===== src/rtl/connect4_pkg.sv =====
// rtl/connect4_pkg.sv - scan codes, parser states and key indices shared by the PS/2 command decoder
package connect4_pkg;

    localparam logic [7:0] SC_EXT   = 8'hE0;
    localparam logic [7:0] SC_BRK   = 8'hF0;
    localparam logic [7:0] SC_ENTER = 8'h5A;
    localparam logic [7:0] SC_SPACE = 8'h29;
    localparam logic [7:0] SC_BKSP  = 8'h66;
    localparam logic [7:0] SC_COL0  = 8'h16;
    localparam logic [7:0] SC_COL1  = 8'h1E;
    localparam logic [7:0] SC_COL2  = 8'h26;
    localparam logic [7:0] SC_COL3  = 8'h25;
    localparam logic [7:0] SC_COL4  = 8'h2E;
    localparam logic [7:0] SC_COL5  = 8'h36;
    localparam logic [7:0] SC_COL6  = 8'h3D;
    localparam logic [7:0] SC_LEFT  = 8'h6B;
    localparam logic [7:0] SC_RIGHT = 8'h74;

    typedef enum logic [1:0] {
        ST_IDLE,
        ST_EXT,
        ST_BRK,
        ST_EXT_BRK
    } parse_state_t;

    typedef enum logic [3:0] {
        KEY_DROP    = 4'd0,
        KEY_COLSEL  = 4'd1,
        KEY_NEWGAME = 4'd2,
        KEY_COL0    = 4'd3,
        KEY_COL1    = 4'd4,
        KEY_COL2    = 4'd5,
        KEY_COL3    = 4'd6,
        KEY_COL4    = 4'd7,
        KEY_COL5    = 4'd8,
        KEY_COL6    = 4'd9,
        KEY_LEFT    = 4'd10,
        KEY_RIGHT   = 4'd11,
        KEY_NONE    = 4'd15
    } key_t;

    // Extended and plain codes map to distinct keys; unknown codes map to KEY_NONE.
    function automatic key_t decode_key(input logic ext, input logic [7:0] code);
        key_t k;
        k = KEY_NONE;
        if (ext) begin
            case (code)
                SC_LEFT:  k = KEY_LEFT;
                SC_RIGHT: k = KEY_RIGHT;
                default:  k = KEY_NONE;
            endcase
        end else begin
            case (code)
                SC_ENTER: k = KEY_DROP;
                SC_SPACE: k = KEY_COLSEL;
                SC_BKSP:  k = KEY_NEWGAME;
                SC_COL0:  k = KEY_COL0;
                SC_COL1:  k = KEY_COL1;
                SC_COL2:  k = KEY_COL2;
                SC_COL3:  k = KEY_COL3;
                SC_COL4:  k = KEY_COL4;
                SC_COL5:  k = KEY_COL5;
                SC_COL6:  k = KEY_COL6;
                default:  k = KEY_NONE;
            endcase
        end
        return k;
    endfunction

    function automatic logic [2:0] key_column(input key_t k);
        logic [3:0] d;
        d = 4'(k) - 4'(KEY_COL0);
        return d[2:0];
    endfunction

endpackage


===== src/rtl/prefix_timer.sv =====
// rtl/prefix_timer.sv - counts idle cycles of a pending E0/F0 prefix and flags expiry
module prefix_timer #(
    parameter int TIMEOUT = 1_000_000
) (
    input  logic clk,
    input  logic reset,
    input  logic load,
    input  logic count,
    output logic expire
);

    localparam int CW = (TIMEOUT > 1) ? $clog2(TIMEOUT) : 1;
    localparam logic [CW-1:0] LAST = CW'(TIMEOUT - 1);

    logic [CW-1:0] cnt;

    // Expiry fires on the TIMEOUT-th consecutive counting cycle.
    assign expire = count && (cnt == LAST);

    always_ff @(posedge clk or posedge reset) begin
        if (reset) begin
            cnt <= '0;
        end else if (load || expire) begin
            cnt <= '0;
        end else if (count) begin
            cnt <= cnt + 1'b1;
        end
    end

endmodule


===== src/rtl/ps2_command_decoder.sv =====
// rtl/ps2_command_decoder.sv - PS/2 scan-code parser to game commands; PS2_TYPEMATIC_ARROWS_EN lets held arrows repeat
module ps2_command_decoder
    import connect4_pkg::*;
#(
    parameter int NUM_COLS       = 7,
    parameter int PREFIX_TIMEOUT = 1_000_000
) (
    input  logic       clk,
    input  logic       reset,
    input  logic [7:0] received_data,
    input  logic       received_data_en,
    output logic       drop_pulse,
    output logic       colsel_pulse,
    output logic       newgame_pulse,
    output logic [2:0] cursor,
    output logic [7:0] column_onehot,
    output logic       key_held
);

    localparam logic [2:0] LAST_COL = 3'(NUM_COLS - 1);

    parse_state_t state;
    logic [15:0]  held;
    logic [15:0]  next_held;
    logic         in_ext;
    logic         in_brk;
    logic         is_prefix_byte;
    logic         completes;
    logic         repeat_ok;
    logic         make_ok;
    logic         expire;
    key_t         key;
    logic [2:0]   col;
    logic [2:0]   next_cursor;
    logic         fire_drop;
    logic         fire_colsel;
    logic         fire_newgame;

    assign in_ext = (state == ST_EXT) || (state == ST_EXT_BRK);
    assign in_brk = (state == ST_BRK) || (state == ST_EXT_BRK);
    assign is_prefix_byte = ((state == ST_IDLE) && ((received_data == SC_EXT) || (received_data == SC_BRK)))
                         || ((state == ST_EXT) && (received_data == SC_BRK));
    assign completes = received_data_en && !is_prefix_byte;
    assign key = decode_key(in_ext, received_data);
    assign col = key_column(key);

`ifdef PS2_TYPEMATIC_ARROWS_EN
    assign repeat_ok = (key == KEY_LEFT) || (key == KEY_RIGHT);
`else
    assign repeat_ok = 1'b0;
`endif

    // A make acts only on the first press unless the key may auto-repeat.
    assign make_ok = completes && !in_brk && (key != KEY_NONE) && (!held[key] || repeat_ok);

    prefix_timer #(.TIMEOUT(PREFIX_TIMEOUT)) u_timer (
        .clk    (clk),
        .reset  (reset),
        .load   (received_data_en),
        .count  ((state != ST_IDLE) && !received_data_en),
        .expire (expire)
    );

    always_comb begin
        next_cursor  = cursor;
        next_held    = held;
        fire_drop    = 1'b0;
        fire_colsel  = 1'b0;
        fire_newgame = 1'b0;
        if (completes && (key != KEY_NONE)) begin
            next_held[key] = !in_brk;
        end
        if (make_ok) begin
            case (key)
                KEY_DROP:    fire_drop    = 1'b1;
                KEY_COLSEL:  fire_colsel  = 1'b1;
                KEY_NEWGAME: fire_newgame = 1'b1;
                KEY_LEFT:    if (cursor != 3'd0) next_cursor = cursor - 3'd1;
                KEY_RIGHT:   if (cursor < LAST_COL) next_cursor = cursor + 3'd1;
                KEY_COL0, KEY_COL1, KEY_COL2, KEY_COL3,
                KEY_COL4, KEY_COL5, KEY_COL6: begin
                    if (col <= LAST_COL) next_cursor = col;
                end
                default: ;
            endcase
        end
    end

    always_ff @(posedge clk or posedge reset) begin
        if (reset) begin
            state         <= ST_IDLE;
            held          <= '0;
            key_held      <= 1'b0;
            cursor        <= 3'd0;
            column_onehot <= 8'h01;
            drop_pulse    <= 1'b0;
            colsel_pulse  <= 1'b0;
            newgame_pulse <= 1'b0;
        end else begin
            drop_pulse    <= fire_drop;
            colsel_pulse  <= fire_colsel;
            newgame_pulse <= fire_newgame;
            cursor        <= next_cursor;
            column_onehot <= 8'h01 << next_cursor;
            held          <= next_held;
            key_held      <= |next_held;
            if (received_data_en) begin
                case (state)
                    ST_IDLE: begin
                        if (received_data == SC_EXT)      state <= ST_EXT;
                        else if (received_data == SC_BRK) state <= ST_BRK;
                        else                              state <= ST_IDLE;
                    end
                    ST_EXT:  state <= (received_data == SC_BRK) ? ST_EXT_BRK : ST_IDLE;
                    default: state <= ST_IDLE;
                endcase
            end else if (expire) begin
                state <= ST_IDLE;
            end
        end
    end

endmodule


===== config.mk =====
export PLATFORM = sky130hd
export DESIGN_NAME = ps2_command_decoder
export DESIGN_NICKNAME = d
export VERILOG_FILES = /design/src/rtl/connect4_pkg.sv /design/src/rtl/prefix_timer.sv /design/src/rtl/ps2_command_decoder.sv
export SDC_FILE = /design/constraint.sdc
export NUM_CORES = 1
export LEC_CHECK = 0
export ABC_AREA = 0
export BUFFER_PORTS_ARGS = -buffer_cell sky130_fd_sc_hd__buf_4
export CORE_MARGIN = 4
export CORE_UTILIZATION = 61
export CTS_BUF_LIST = sky130_fd_sc_hd__clkbuf_4 sky130_fd_sc_hd__clkbuf_8 sky130_fd_sc_hd__clkbuf_16
export DETAILED_ROUTE_END_ITERATION = 10
export PLACE_DENSITY = 0.8
export RECOVER_POWER = 50
export REMOVE_ABC_BUFFERS = 1
export SYNTH_ARGS = -nofsm -noshare
export SYNTH_HDL_FRONTEND = slang
export SYNTH_SLANG_ARGS = --single-unit

===== constraint.sdc =====
create_clock -name clk -period 3.9 [get_ports clk]
set_clock_uncertainty 0.1 [all_clocks]
set_input_delay 0.39 -clock clk [delete_from_list [all_inputs] [get_ports clk]]
set_output_delay 0.39 -clock clk [all_outputs]
set_load 0.02 [all_outputs]

Yosys cells after proc, flatten, opt, wreduce, memory -nomap -nowiden
Index checks and enable logic that the tools add are counted.

Bits in latches: 0. Bits in registers: 53. Output and inout bits: 15. RAM bits: 0. Word-level logic and storage cells: 103. Memory bits (read-only): 0. Memories kept: 0. Input port bits: 11.

Magnitude comparators: 4. Reduce and logical (&&, ||, !) cells: 27. Add/sub/neg operators: 4. Divide/modulo/power cells: 0. Bitwise operators: 0. Muxes and demuxes: 28. Multipliers: 0. Equal/unequal tests: 30. Shifts and indexed selects: 1.

Operator list (number): 8-bit by 6-bit == test with 1-bit output (second input constant) (6); 20-bit 2-to-1 mux (2); 4-bit case mux with 10 select lines (1); 8-bit by 7-bit == test with 1-bit output (second input constant) (4); 20-bit by 1-bit adder with 20-bit output (second input constant) (1); 20-bit == test (second input constant) (1); 16-bit bitwise mux (1); 4-bit by 3-bit == test with 1-bit output (second input constant) (4); 4-bit == test (second input constant) (4); 8-bit by 5-bit == test with 1-bit output (second input constant) (2); 8-bit == test (second input constant) (2); 16-bit 2-to-1 mux (1); 16-bit OR reduction (1); 3-bit 2-to-1 mux (4); 1-bit logical AND (10); 2-bit 2-to-1 mux (5); 3-bit case mux with 3 select lines (1); 4-bit by 2-bit == test with 1-bit output (second input constant) (2); 1-bit 2-to-1 mux (8); 1-bit by 3-bit << shifter with 8-bit output (first input constant) (1); 7-bit OR reduction (1); 3-bit case mux with 2 select lines (1); 2-bit nonzero test (3); 1-bit logical OR (5); 19 further kinds (23).

Depth between registers and ports, before layout
Gate-level depths: netlist of run 1.

Depth after elaboration: 11. Gate-level depth with buffers: 15. Depth with buffers taken out: 13.

Hierarchy
Synthesis of run 1 repeated with hierarchy kept, for this count alone.

Cell total of the unflattened synthesis: 405. Area total of the unflattened synthesis: 3726.1 um^2.

By module, submodules not included: ps2_command_decoder (instances 1, cells each 295, sequential area each 827.0 um^2, area each 2660.1 um^2); prefix_timer (instances 1, cells each 110, sequential area each 500.5 um^2, area each 1066.0 um^2).

Worst setup path after synthesis of run 1
Ideal clock, no wire load.

Path type: input -> register. Start: input received_data[3]. End: register column_onehot[2]. Data required time: 3721 ps. Data arrival time: 3743 ps. Setup time: 79 ps. Buffers on the path: 1. Path slack: -22 ps. Cell stages on the path: 13. Cell sequence: buf_2 and4bb_2 a32oi_1 or2b_2 o31ai_4 ha_1 inv_1 or3_1 o221a_4 or4_1 a31o_1 or3_1 mux2i_1.

Cells in the longest elaborated chain, start to end: 11. Elaborated cells between the ends (all ways): 46. Classes of those cells: add/sub (1); order compare (1); eq/ne (24); shift (1); mux (8); reduce/logical (11).

RTL lines: start: declaration (RTL line ps2_command_decoder.sv:10) `input logic [7:0] received_data,`; parallel branches: the longest is 9 deep, another holds 3-bit by 2-bit subtractor with 3-bit output; 3-bit 2-to-1 mux * (RTL line ps2_command_decoder.sv:73) `if (make_ok) begin`; 1-bit by 3-bit << shifter with 8-bit output * (RTL line ps2_command_decoder.sv:104) `column_onehot <= 8'h01 << next_cursor;`; end signal: assignment (RTL line ps2_command_decoder.sv:104); end: declaration (RTL line ps2_command_decoder.sv:16) `output logic [7:0] column_onehot,`.

Every way passes the cells marked *. The select of a mux whose other input is x is not followed. A chain may end at the register's enable or synchronous reset.

Worst setup path after layout of run 1
Start: input received_data[5]. End: register cursor[2].

Cells in the longest elaborated chain, start to end: 10. Elaborated cells between the ends (all ways): 45. Classes of those cells: add/sub (1); order compare (1); eq/ne (24); mux (8); reduce/logical (11).

RTL lines: parallel branches: the longest is 9 deep, another holds 3-bit by 2-bit subtractor with 3-bit output; 3-bit 2-to-1 mux * (RTL line ps2_command_decoder.sv:73); net next_cursor[2] (RTL line ps2_command_decoder.sv:34) `logic [2:0] next_cursor;`; end signal: assignment (RTL line ps2_command_decoder.sv:103) `cursor <= next_cursor;`; end: declaration (RTL line ps2_command_decoder.sv:15) `output logic [2:0] cursor,`.

Mark *: on every way through the listed nets, which the timed path passes. The select of a mux whose other input is x is not followed.

==> results of run 1 <==
## synth_stat cells, drive strengths merged, types with 9 or more instances
cell / count / area share, %
clkbuf: 12 / 1.2
dfrtp: 52 / 35
inv: 24 / 2.5
mux2: 9 / 3.0
mux2i: 16 / 4.4
nand2: 33 / 3.4
nand3: 16 / 2.2
nand4: 12 / 2.0
nor2: 42 / 4.5
nor3: 21 / 2.9
o21ai: 25 / 3.4
o31ai: 9 / 2.4
xor2: 10 / 2.4
## worst max path at each step
stage	endpoint	from	slack, ns	cells past startpoint
final	cursor[2]	received_data[5]	0.24	16
after CTS	cursor[2]	received_data[5]	0.30	16
after floorplan	column_onehot[2]	received_data[0]	-0.13	12
after global routing	cursor[2]	received_data[5]	0.05	16
after global placement	column_onehot[2]	received_data[0]	0.09	13
after detailed placement	column_onehot[3]	received_data[5]	-0.007	15
## layer usage
metal	global-route usage (%)	vias to the layer above	part of all wire (%)
li1	-	1592	-
met1	34.5	1654	44
met2	42.2	154	48
met3	3.07	24	6.3
met4	6.91	0	2.0
met5	0	-	0
## cells by family after synthesis
group / Yosys count / synth area share [%]
flops: 53 / 36.2
buf+inv: 42 / 4.84
fa+ha+maj: 8 / 2.73
simple gates: 177 / 25.9
compound gates: 88 / 18.8
xor+xnor: 18 / 4.29
mux: 25 / 7.33
## sequential cells by signal (all words and copies together) (netlist names)
signal and count:
colsel_pulse 1, column_onehot 8, cursor 3, drop_pulse 1
held 16, key_held 1, newgame_pulse 1, state 2
u_timer.cnt 20
## per-stage QoR
| step | hold slack, ns | power, mW | utilization (%) | TNS [ns] | worst slack, ns |
|---|---|---|---|---|---|
| 2_1_floorplan | 0.266 | 0.708 | - | -0.230 | -0.126 |
| 3_3_place_gp | 0.329 | 0.778 | 71.8 | 0 | 0.0912 |
| 3_5_place_dp | 0.324 | 0.782 | 71.8 | -0.00973 | -0.00738 |
| 4_1_cts | 0.174 | 1.17 | 73.9 | 0 | 0.301 |
| 5_1_grt | 0.186 | 1.21 | 73.5 | 0 | 0.0548 |
| 6_report | 0.183 | 1.17 | 73.5 | 0 | 0.243 |
## power groups by stage
stage / logic, mW / registers (mW) / clock network (mW)
3_3_place_gp: 0.181 / 0.597 / 0
6_report: 0.184 / 0.587 / 0.395
3_5_place_dp: 0.185 / 0.597 / 0
2_1_floorplan: 0.104 / 0.604 / 0
4_1_cts: 0.185 / 0.587 / 0.400
5_1_grt: 0.200 / 0.589 / 0.420
## layout make-up
| class | count | share of cell area, % |
|---|---|---|
| tap | 72 | 2.16 |
| clock buffer | 6 | 1.98 |
| multi-input combinational | 316 | 52.0 |
| timing repair buffer | 53 | 9.00 |
| clock inverter | 2 | 0.900 |
| sequential | 53 | 31.8 |
| inverter | 24 | 2.16 |
==> metrics.csv, run 1 <==
stage,metric,value,unit
outcome,status,"finished, violations left",
outcome,violations,"max-capacitance violations, max-slew violations",
cts,clk_latency,0.31,ns
cts,cts_buffers,5,
cts,cts_tree,built,
detailed_routing,drtPass1Iterations,5,
final_layout,antenna_cells,0,
logic_synthesis,syn-cell-area,3670,sq um
setup_path,reg2reg_to,cursor[2],
cts,cts.clk_slew.worst_paths,0.09,ns
power_and_ir_drop,power_switching,0.317,mW
sta,drv_slew,54,
global_route,grt_pass1_wl,15.2,mm
logic_synthesis,ys_ff_latch,53,
placed_design,gp_congestion,0.932,
sta,worst-slew-pin-transition,1.94,ns
final_layout,syn_to_final_growth,13.6,%
sta,fin_crit,3.66,ns
setup_path,crit_type,primary input to flop,
power_and_ir_drop,p_seq_share,50.3,%
logic_synthesis,synth_warnings,0,
logic_synthesis,synthArstFlopShare,100,%
logic_synthesis,ys.flop_type,dfrtp_1,
setup_path,worstPathCellList,"buf_4, buf_4, nor2b_1, nand4_1, o21ai_0, o31ai_4, buf_4, inv_1, ha_1, nor3_1, o21ai_0, nand2_1, a2111oi_4, nand4_1, buf_4, mux2_4",
power_and_ir_drop,power_report.internal_total,0.849,mW
floorplan,design.portCount,26,
setup_path,cpMostUsedCell,buf_4,
detailed_routing,drc,0,
placed_design,port-buffer-count,25,
power_and_ir_drop,pwr-share-clk,33.9,%
global_route,grt_pass1_vias,3259,
sta,max_slew_margin,-29.2,%
setup_path,critPathBufInv,5,
final_layout,fin_nets,472,
sta,final_hold_viol_count,0,
detailed_routing,via_count,3424,
cts,cts_resized,0,
final_layout,final_cell_mix,"52 x dfrtp_1, 46 x buf_4, 41 x nor2_1, 33 x nand2_1, 24 x inv_1",
detailed_routing,drt_iter0_markers,218,
logic_synthesis,syn_inst,411,
placed_design,dp_hpwl,6.79,mm
worst_hold_path,hold-path-endpoint,u_timer.cnt[1],
final_layout,final_area,4170,sq um
sta,post-route-period-util,93.8,%
power_and_ir_drop,switching_share,27.2,%
cts,clock_path_buffers,2,
detailed_routing,vias_per_cell,6.51,
setup_path,cp_slowest_cell,nor2b_1,
global_route,grt_overflow_total,0,
placed_design,dpl-instance-area,4070,sq um
final_layout,fillers,450,
final_layout,drive_gt1_share,18.1,%
final_layout,ff_latch_area,1330,sq um
floorplan,rows,27,
setup_path,r2r_start,state[0],
cts,htreeDepth,2,
setup_path,cp_top_family,simple AND/OR/NAND/NOR gates,
power_and_ir_drop,p_leak,1.90,nW
logic_synthesis,synth.avg_cell_area,8.93,sq um
final_layout,multiInputGateArea,2170,sq um
worst_hold_path,hold_path.class,primary input to flop,
cts,post-cts-setup-buffer-count,0,
cts,cts_hold_buffers,0,
detailed_routing,routedWlPerCell,17.4,microns
final_layout,final_common_cell,dfrtp_1,
logic_synthesis,ys_seq_area_share,36.1,%
setup_path,crit_path_max_incr_delay,0.41,ns
detailed_routing,final_antenna_net_count,0,
logic_synthesis,yosysUniqueCellTypes,65,
global_route,grt_usage,25.2,%
sta,setup_viol,0,
setup_path,crit_path_max_fanout,11,
cts,cts_root_buffer,clkbuf_8,
cts,cts.sinks,53,
floorplan,die_y,85.6,microns
sta,max_freq,0.273,GHz
logic_synthesis,synth_enable_flop_cells,0,
setup_path,end_kind,flop,
floorplan,dieArea,7330,sq um
global_route,antenna_found_initial,0,
detailed_routing,wirelength,9.18,mm
job,cap_viol_max_count,1,
global_route,grt_start_max_net_pins,54,
floorplan,start_util,64.7,%
power_and_ir_drop,vdd_drop_max,0.226,mV
floorplan,core,5680,sq um
placed_design,dpl.cell_count,518,
sta,rsz0062_at_grt,false,
setup_path,reg2reg_depth,13,
final_layout,fin_cells,526,
floorplan,die_w,85.6,microns
setup_path,required,4.00,ns
setup_path,rrSetupSlack,0.46,ns
setup_path,cp_data_arrival_time,3.76,ns
worst_hold_path,hold_path.startpoint,received_data_en,
power_and_ir_drop,p_comb_share,15.8,%
power_and_ir_drop,power_density,280,nW/um^2
setup_path,cp-start-kind,primary input,
worst_hold_path,hold_depth,2,
(Power assumes the default switching activity.)
==> inputs of run 2 (changes only) <==
--- a/config.mk
+++ b/config.mk
@@ -7,7 +7,7 @@
 export LEC_CHECK = 0
 export ABC_AREA = 0
 export BUFFER_PORTS_ARGS = -buffer_cell sky130_fd_sc_hd__buf_4
-export CORE_MARGIN = 4
+export CORE_MARGIN = 2
 export CORE_UTILIZATION = 61
 export CTS_BUF_LIST = sky130_fd_sc_hd__clkbuf_4 sky130_fd_sc_hd__clkbuf_8 sky130_fd_sc_hd__clkbuf_16
 export DETAILED_ROUTE_END_ITERATION = 10
==> metrics.csv, run 2 (same netlist as run 1, synthesis figures left out) <==
stage,metric,value,unit
outcome,status,"finished, violations left",
outcome,violations,"max-capacitance violations, max-slew violations",
global_route,grt_overflow_total,0,
sta,setup_viol,0,
placed_design,gp_congestion,0.991,
final_layout,final_common_cell,dfrtp_1,
placed_design,port-buffer-count,25,
power_and_ir_drop,p_comb_share,16.0,%
detailed_routing,vias_per_cell,6.40,
setup_path,required,4.04,ns
setup_path,cp-start-kind,primary input,
floorplan,start_util,62.4,%
detailed_routing,via_count,3371,
floorplan,design.portCount,26,
floorplan,die_w,81.6,microns
job,cap_viol_max_count,1,
worst_hold_path,hold_path.class,primary input to flop,
setup_path,cp_slowest_cell,or4b_1,
placed_design,dpl.cell_count,519,
placed_design,dp_hpwl,6.82,mm
sta,worst-slew-pin-transition,1.92,ns
cts,htreeDepth,2,
final_layout,antenna_cells,0,
floorplan,rows,28,
power_and_ir_drop,pwr-share-clk,32.8,%
setup_path,reg2reg_to,column_onehot[2],
final_layout,fin_nets,470,
global_route,grt_pass1_vias,3214,
sta,drv_slew,54,
global_route,met1_usage,37.5,%
final_layout,fin_cells,527,
final_layout,fillers,471,
cts,post-cts-setup-buffer-count,0,
setup_path,crit_path_max_incr_delay,0.52,ns
floorplan,die_y,81.6,microns
global_route,globalRouteMet3Util,4.84,%
setup_path,setup.worst_path.end,column_onehot[2],
floorplan,core,5890,sq um
global_route,grt_pass1_wl,15.1,mm
setup_path,reg2reg_depth,12,
setup_path,crit_path_max_fanout,7,
cts,cts.sinks,53,
sta,hold_slack,0.188,ns
power_and_ir_drop,p_seq_share,51.2,%
final_layout,final_cell_mix,"52 x dfrtp_1, 43 x buf_4, 41 x nor2_1, 33 x nand2_1, 24 x inv_1",
cts,cts_hold_buffers,0,
setup_path,cpMostUsedCell,or3_1,
sta,rsz0062_at_grt,false,
global_route,gr-usage-met2,51.2,%
sta,final_hold_viol_count,0,
power_and_ir_drop,power_switching,0.312,mW
detailed_routing,final_antenna_net_count,0,
final_layout,top_register,u_timer.cnt,
detailed_routing,drt_iter0_markers,357,
cts,clock_path_buffers,2,
floorplan,dieArea,6660,sq um
detailed_routing,drc,0,
final_layout,largest_reg_flops,20,
setup_path,crit_type,primary input to flop,
cts,cts_resized,0,
global_route,grt.busiest_layer,met2,
setup_path,end_kind,flop,
cts,cts.clk_slew.worst_paths,0.10,ns
sta,max_slew_margin,-28.0,%
setup_path,worstPathCellList,"buf_4, or4b_1, a2111oi_2, o32ai_1, o31ai_4, ha_1, inv_1, or3_1, o221a_4, or4_1, a31o_1, or3_1, mux2i_1",
cts,cts_tree,built,
power_and_ir_drop,power_report.internal_total,0.833,mW
detailed_routing,wirelength,9.07,mm
cts,cts_root_buffer,clkbuf_8,
cts,cts_buffers,5,
power_and_ir_drop,power_density,275,nW/um^2
sta,max_freq,0.277,GHz
setup_path,critPathLaunch,received_data[3],
global_route,grt_start_max_net_pins,54,
global_route,grt_usage,29.1,%
setup_path,r2r_start,state[0],
sta,fin_crit,3.60,ns
setup_path,rrSetupSlack,0.51,ns
power_and_ir_drop,switching_share,27.2,%
cts,clk_latency,0.31,ns
power_and_ir_drop,p_leak,1.90,nW
setup_path,cp_data_arrival_time,3.74,ns
power_and_ir_drop,vdd_drop_max,0.182,mV
detailed_routing,routedWlPerCell,17.2,microns
final_layout,syn_to_final_growth,13.4,%
global_route,antenna_found_initial,0,
detailed_routing,drtPass1Iterations,5,
final_layout,reg_top3,"u_timer.cnt (20), held (16), column_onehot (8)",
final_layout,drive_gt1_share,17.7,%
sta,post-route-period-util,92.4,%
## run 2: cell count changes in the layout (fill, tap and decap cells not counted), sizes merged
cell | before | now
buf | 46 | 44
clkbuf | 13 | 12
clkinv | 0 | 1
clkinvlp | 1 | 0
inv | 24 | 25
## run 2: metrics by stage
stage	util, %	power [mW]	cell area [sq um]	setup TNS [ns]	worst slack [ns]
floorplan	-	0.708	3580	-0.230	-0.126
detailed placement	69.2	0.779	4070	0	0.00668
finish	70.7	1.14	4160	0	0.296
CTS	71.1	1.15	4190	0	0.313
global route	70.7	1.20	4160	0	0.0123
global placement	69.2	0.776	4070	0	0.0667
## run 2: final cells by class
class | count | area, sq um | share of cell area [%]
inverter | 24 | 90.1 | 2.16
clock buffer | 5 | 68.8 | 1.65
tap | 75 | 93.8 | 2.25
timing repair buffer | 51 | 373 | 8.95
clock inverter | 3 | 43.8 | 1.05
sequential | 53 | 1330 | 31.9
multi-input combinational | 316 | 2170 | 52.0
## run 2: worst min path at each step
stage,end,slack [ns],cells after the start,from
2_1_floorplan,held[15],0.27,0,held[15]
3_3_place_gp,held[15],0.29,0,held[15]
3_5_place_dp,held[15],0.30,0,held[15]
4_1_cts,u_timer.cnt[1],0.18,2,received_data_en
5_1_grt,u_timer.cnt[1],0.18,2,received_data_en
6_report,u_timer.cnt[1],0.19,2,received_data_en
## run 2: per-layer routing
metal	wire (microns)	share of wire, %
met5	0	0
met4	102	1.1
met3	521	5.7
met2	4520	50
met1	3930	43
## run 2: power groups by stage
| stage | combinational, mW | sequential [mW] | clock, mW |
|---|---|---|---|
| 3_5_place_dp | 0.182 | 0.596 | 0 |
| 3_3_place_gp | 0.180 | 0.596 | 0 |
| 2_1_floorplan | 0.104 | 0.604 | 0 |
| 6_report | 0.183 | 0.586 | 0.376 |
| 5_1_grt | 0.202 | 0.590 | 0.404 |
| 4_1_cts | 0.183 | 0.586 | 0.383 |
## run 2: critical path: cells and delay by family
family	cells	cell delay [ns]
AND/OR/NAND/NOR	4	1.67
buffers and inverters	2	0.19
adder cells (fa/ha/maj)	1	0.22
AO/OA/AOI/OAI	5	1.13
multiplexers	1	0.12
==> inputs of run 3 (changes only) <==
==> constraint.sdc (replaced) <==
create_clock -name clk -period 3.9 [get_ports clk]
set_clock_uncertainty 0.1 [all_clocks]
set_input_delay 0.39 -clock clk [delete_from_list [all_inputs] [get_ports clk]]
set_output_delay 0.39 -clock clk [all_outputs]
set_load 0.005 [all_outputs]
==> metrics.csv, run 3 (same netlist as run 1, synthesis figures left out) <==
stage,metric,value,unit
global_route,grt_usage,29.1,%
worst_hold_path,hold_path.class,primary input to flop,
final_layout,drive_gt1_share,18.8,%
detailed_routing,drc,0,
setup_path,crit_path_max_fanout,7,
setup_path,reg2reg_to,column_onehot[2],
job,cap_viol_max_count,1,
floorplan,rows,28,
detailed_routing,drtPass1Iterations,5,
final_layout,reg_top3,"u_timer.cnt (20), held (16), column_onehot (8)",
sta,rsz0062_at_grt,false,
sta,setup_viol,0,
detailed_routing,wirelength,9.11,mm
sta,fin_crit,3.60,ns
sta,final_hold_viol_count,0,
cts,cts_resized,0,
detailed_routing,final_antenna_net_count,0,
cts,cts.sinks,53,
cts,cts_tree,built,
setup_path,r2r_start,state[0],
cts,htreeDepth,2,
setup_path,cp-start-kind,primary input,
cts,cts.clk_slew.worst_paths,0.10,ns
power_and_ir_drop,vdd_drop_max,0.181,mV
detailed_routing,vias_per_cell,6.37,
final_layout,fin_cells,527,
global_route,grt_start_max_net_pins,54,
placed_design,port-buffer-count,25,
detailed_routing,drt_iter0_markers,357,
final_layout,final_cell_mix,"52 x dfrtp_1, 43 x buf_4, 41 x nor2_1, 33 x nand2_1, 24 x inv_1",
cts,post-cts-setup-buffer-count,0,
floorplan,dieArea,6660,sq um
floorplan,die_w,81.6,microns
final_layout,fin_util,71.1,%
sta,post-route-period-util,92.4,%
setup_path,critPathLaunch,received_data[3],
floorplan,design.portCount,26,
global_route,antenna_found_initial,0,
setup_path,required,4.04,ns
final_layout,largest_reg_flops,20,
sta,drv_slew,54,
placed_design,gp_congestion,0.991,
power_and_ir_drop,power_density,271,nW/um^2
cts,cts_root_buffer,clkbuf_8,
power_and_ir_drop,total_power,1.13,mW
sta,max_slew_margin,-27.7,%
final_layout,syn_to_final_growth,13.9,%
setup_path,rrSetupSlack,0.51,ns
final_layout,antenna_cells,0,
sta,worst-slew-pin-transition,1.91,ns
outcome,status,"finished, violations left",
setup_path,reg2reg_depth,12,
floorplan,start_util,62.4,%
floorplan,die_y,81.6,microns
cts,clock_path_buffers,2,
outcome,violations,"max-capacitance violations, max-slew violations",
global_route,grt_overflow_total,0,
detailed_routing,via_count,3355,
setup_path,crit_type,primary input to flop,
final_layout,fin_nets,470,
final_layout,final_common_cell,dfrtp_1,
global_route,grt_pass1_wl,15.1,mm
setup_path,end_kind,flop,
global_route,grt_pass1_vias,3214,
cts,cts_buffers,5,
placed_design,dp_hpwl,6.82,mm
cts,cts_hold_buffers,0,
sta,fin_tns_setup,0,ns
placed_design,dpl.cell_count,519,
sta,max_freq,0.278,GHz
final_layout,top_register,u_timer.cnt,
setup_path,setup.worst_path.end,column_onehot[2],
power_and_ir_drop,p_leak,1.91,nW
floorplan,core,5890,sq um
detailed_routing,routedWlPerCell,17.3,microns
setup_path,cp_data_arrival_time,3.74,ns
cts,clk_latency,0.31,ns
run 3: cell counts in the layout (fill, tap and decap cells not counted):
No cell type changed its count.
run 3: worst min-delay path by stage:
stage / from / end / slack [ns] / depth (start not counted)
floorplan: held[15] / held[15] / 0.27 / 0
global placement: held[15] / held[15] / 0.29 / 0
finish: received_data_en / u_timer.cnt[1] / 0.19 / 2
CTS: received_data_en / u_timer.cnt[1] / 0.18 / 2
global route: received_data_en / u_timer.cnt[1] / 0.18 / 2
detailed placement: held[15] / held[15] / 0.30 / 0
run 3: critical path, cell delays in order:
cell and delay (ns):
buf_4 0.13, or4b_1 0.52, a2111oi_2 0.44, o32ai_1 0.18, o31ai_4 0.09, ha_1 0.22, inv_1 0.06, or3_1 0.38
o221a_4 0.14, or4_1 0.42, a31o_1 0.28, or3_1 0.35, mux2i_1 0.12
run 3: power breakdown:
group	switching, mW	leakage, nW	internal [mW]
logic	0.0997	1.16	0.0718
registers	0.0181	0.693	0.568
clock network	0.184	0.0585	0.193
total	0.301	1.91	0.833
run 3: layout make-up:
| cell class | count | area [sq um] |
|---|---|---|
| Clock buffer | 5 | 68.8 |
| Clock inverter | 3 | 43.8 |
| Fill cell | 466 | 1700 |
| Inverter | 24 | 90.1 |
| Multi-Input combinational cell | 316 | 2170 |
| Sequential cell | 53 | 1330 |
| Tap cell | 75 | 93.8 |
| Timing Repair Buffer | 51 | 392 |
run 3: layer usage:
layer / vias up / wire length [microns] / global-route usage [%]
met4: 0 / 99 / 6.83
met1: 1634 / 3970 / 37.5
met3: 14 / 496 / 4.84
met5: - / 0 / 0
met2: 112 / 4540 / 51.2
li1: 1595 / - / -
run 3: metrics by stage:
stage / hold slack [ns] / worst slack (ns) / cell area (sq um)
2_1_floorplan: 0.266 / -0.126 / 3580
3_3_place_gp: 0.292 / 0.0667 / 4070
3_5_place_dp: 0.304 / 0.00668 / 4070
4_1_cts: 0.184 / 0.313 / 4190
5_1_grt: 0.182 / 0.0123 / 4180
6_report: 0.187 / 0.298 / 4180
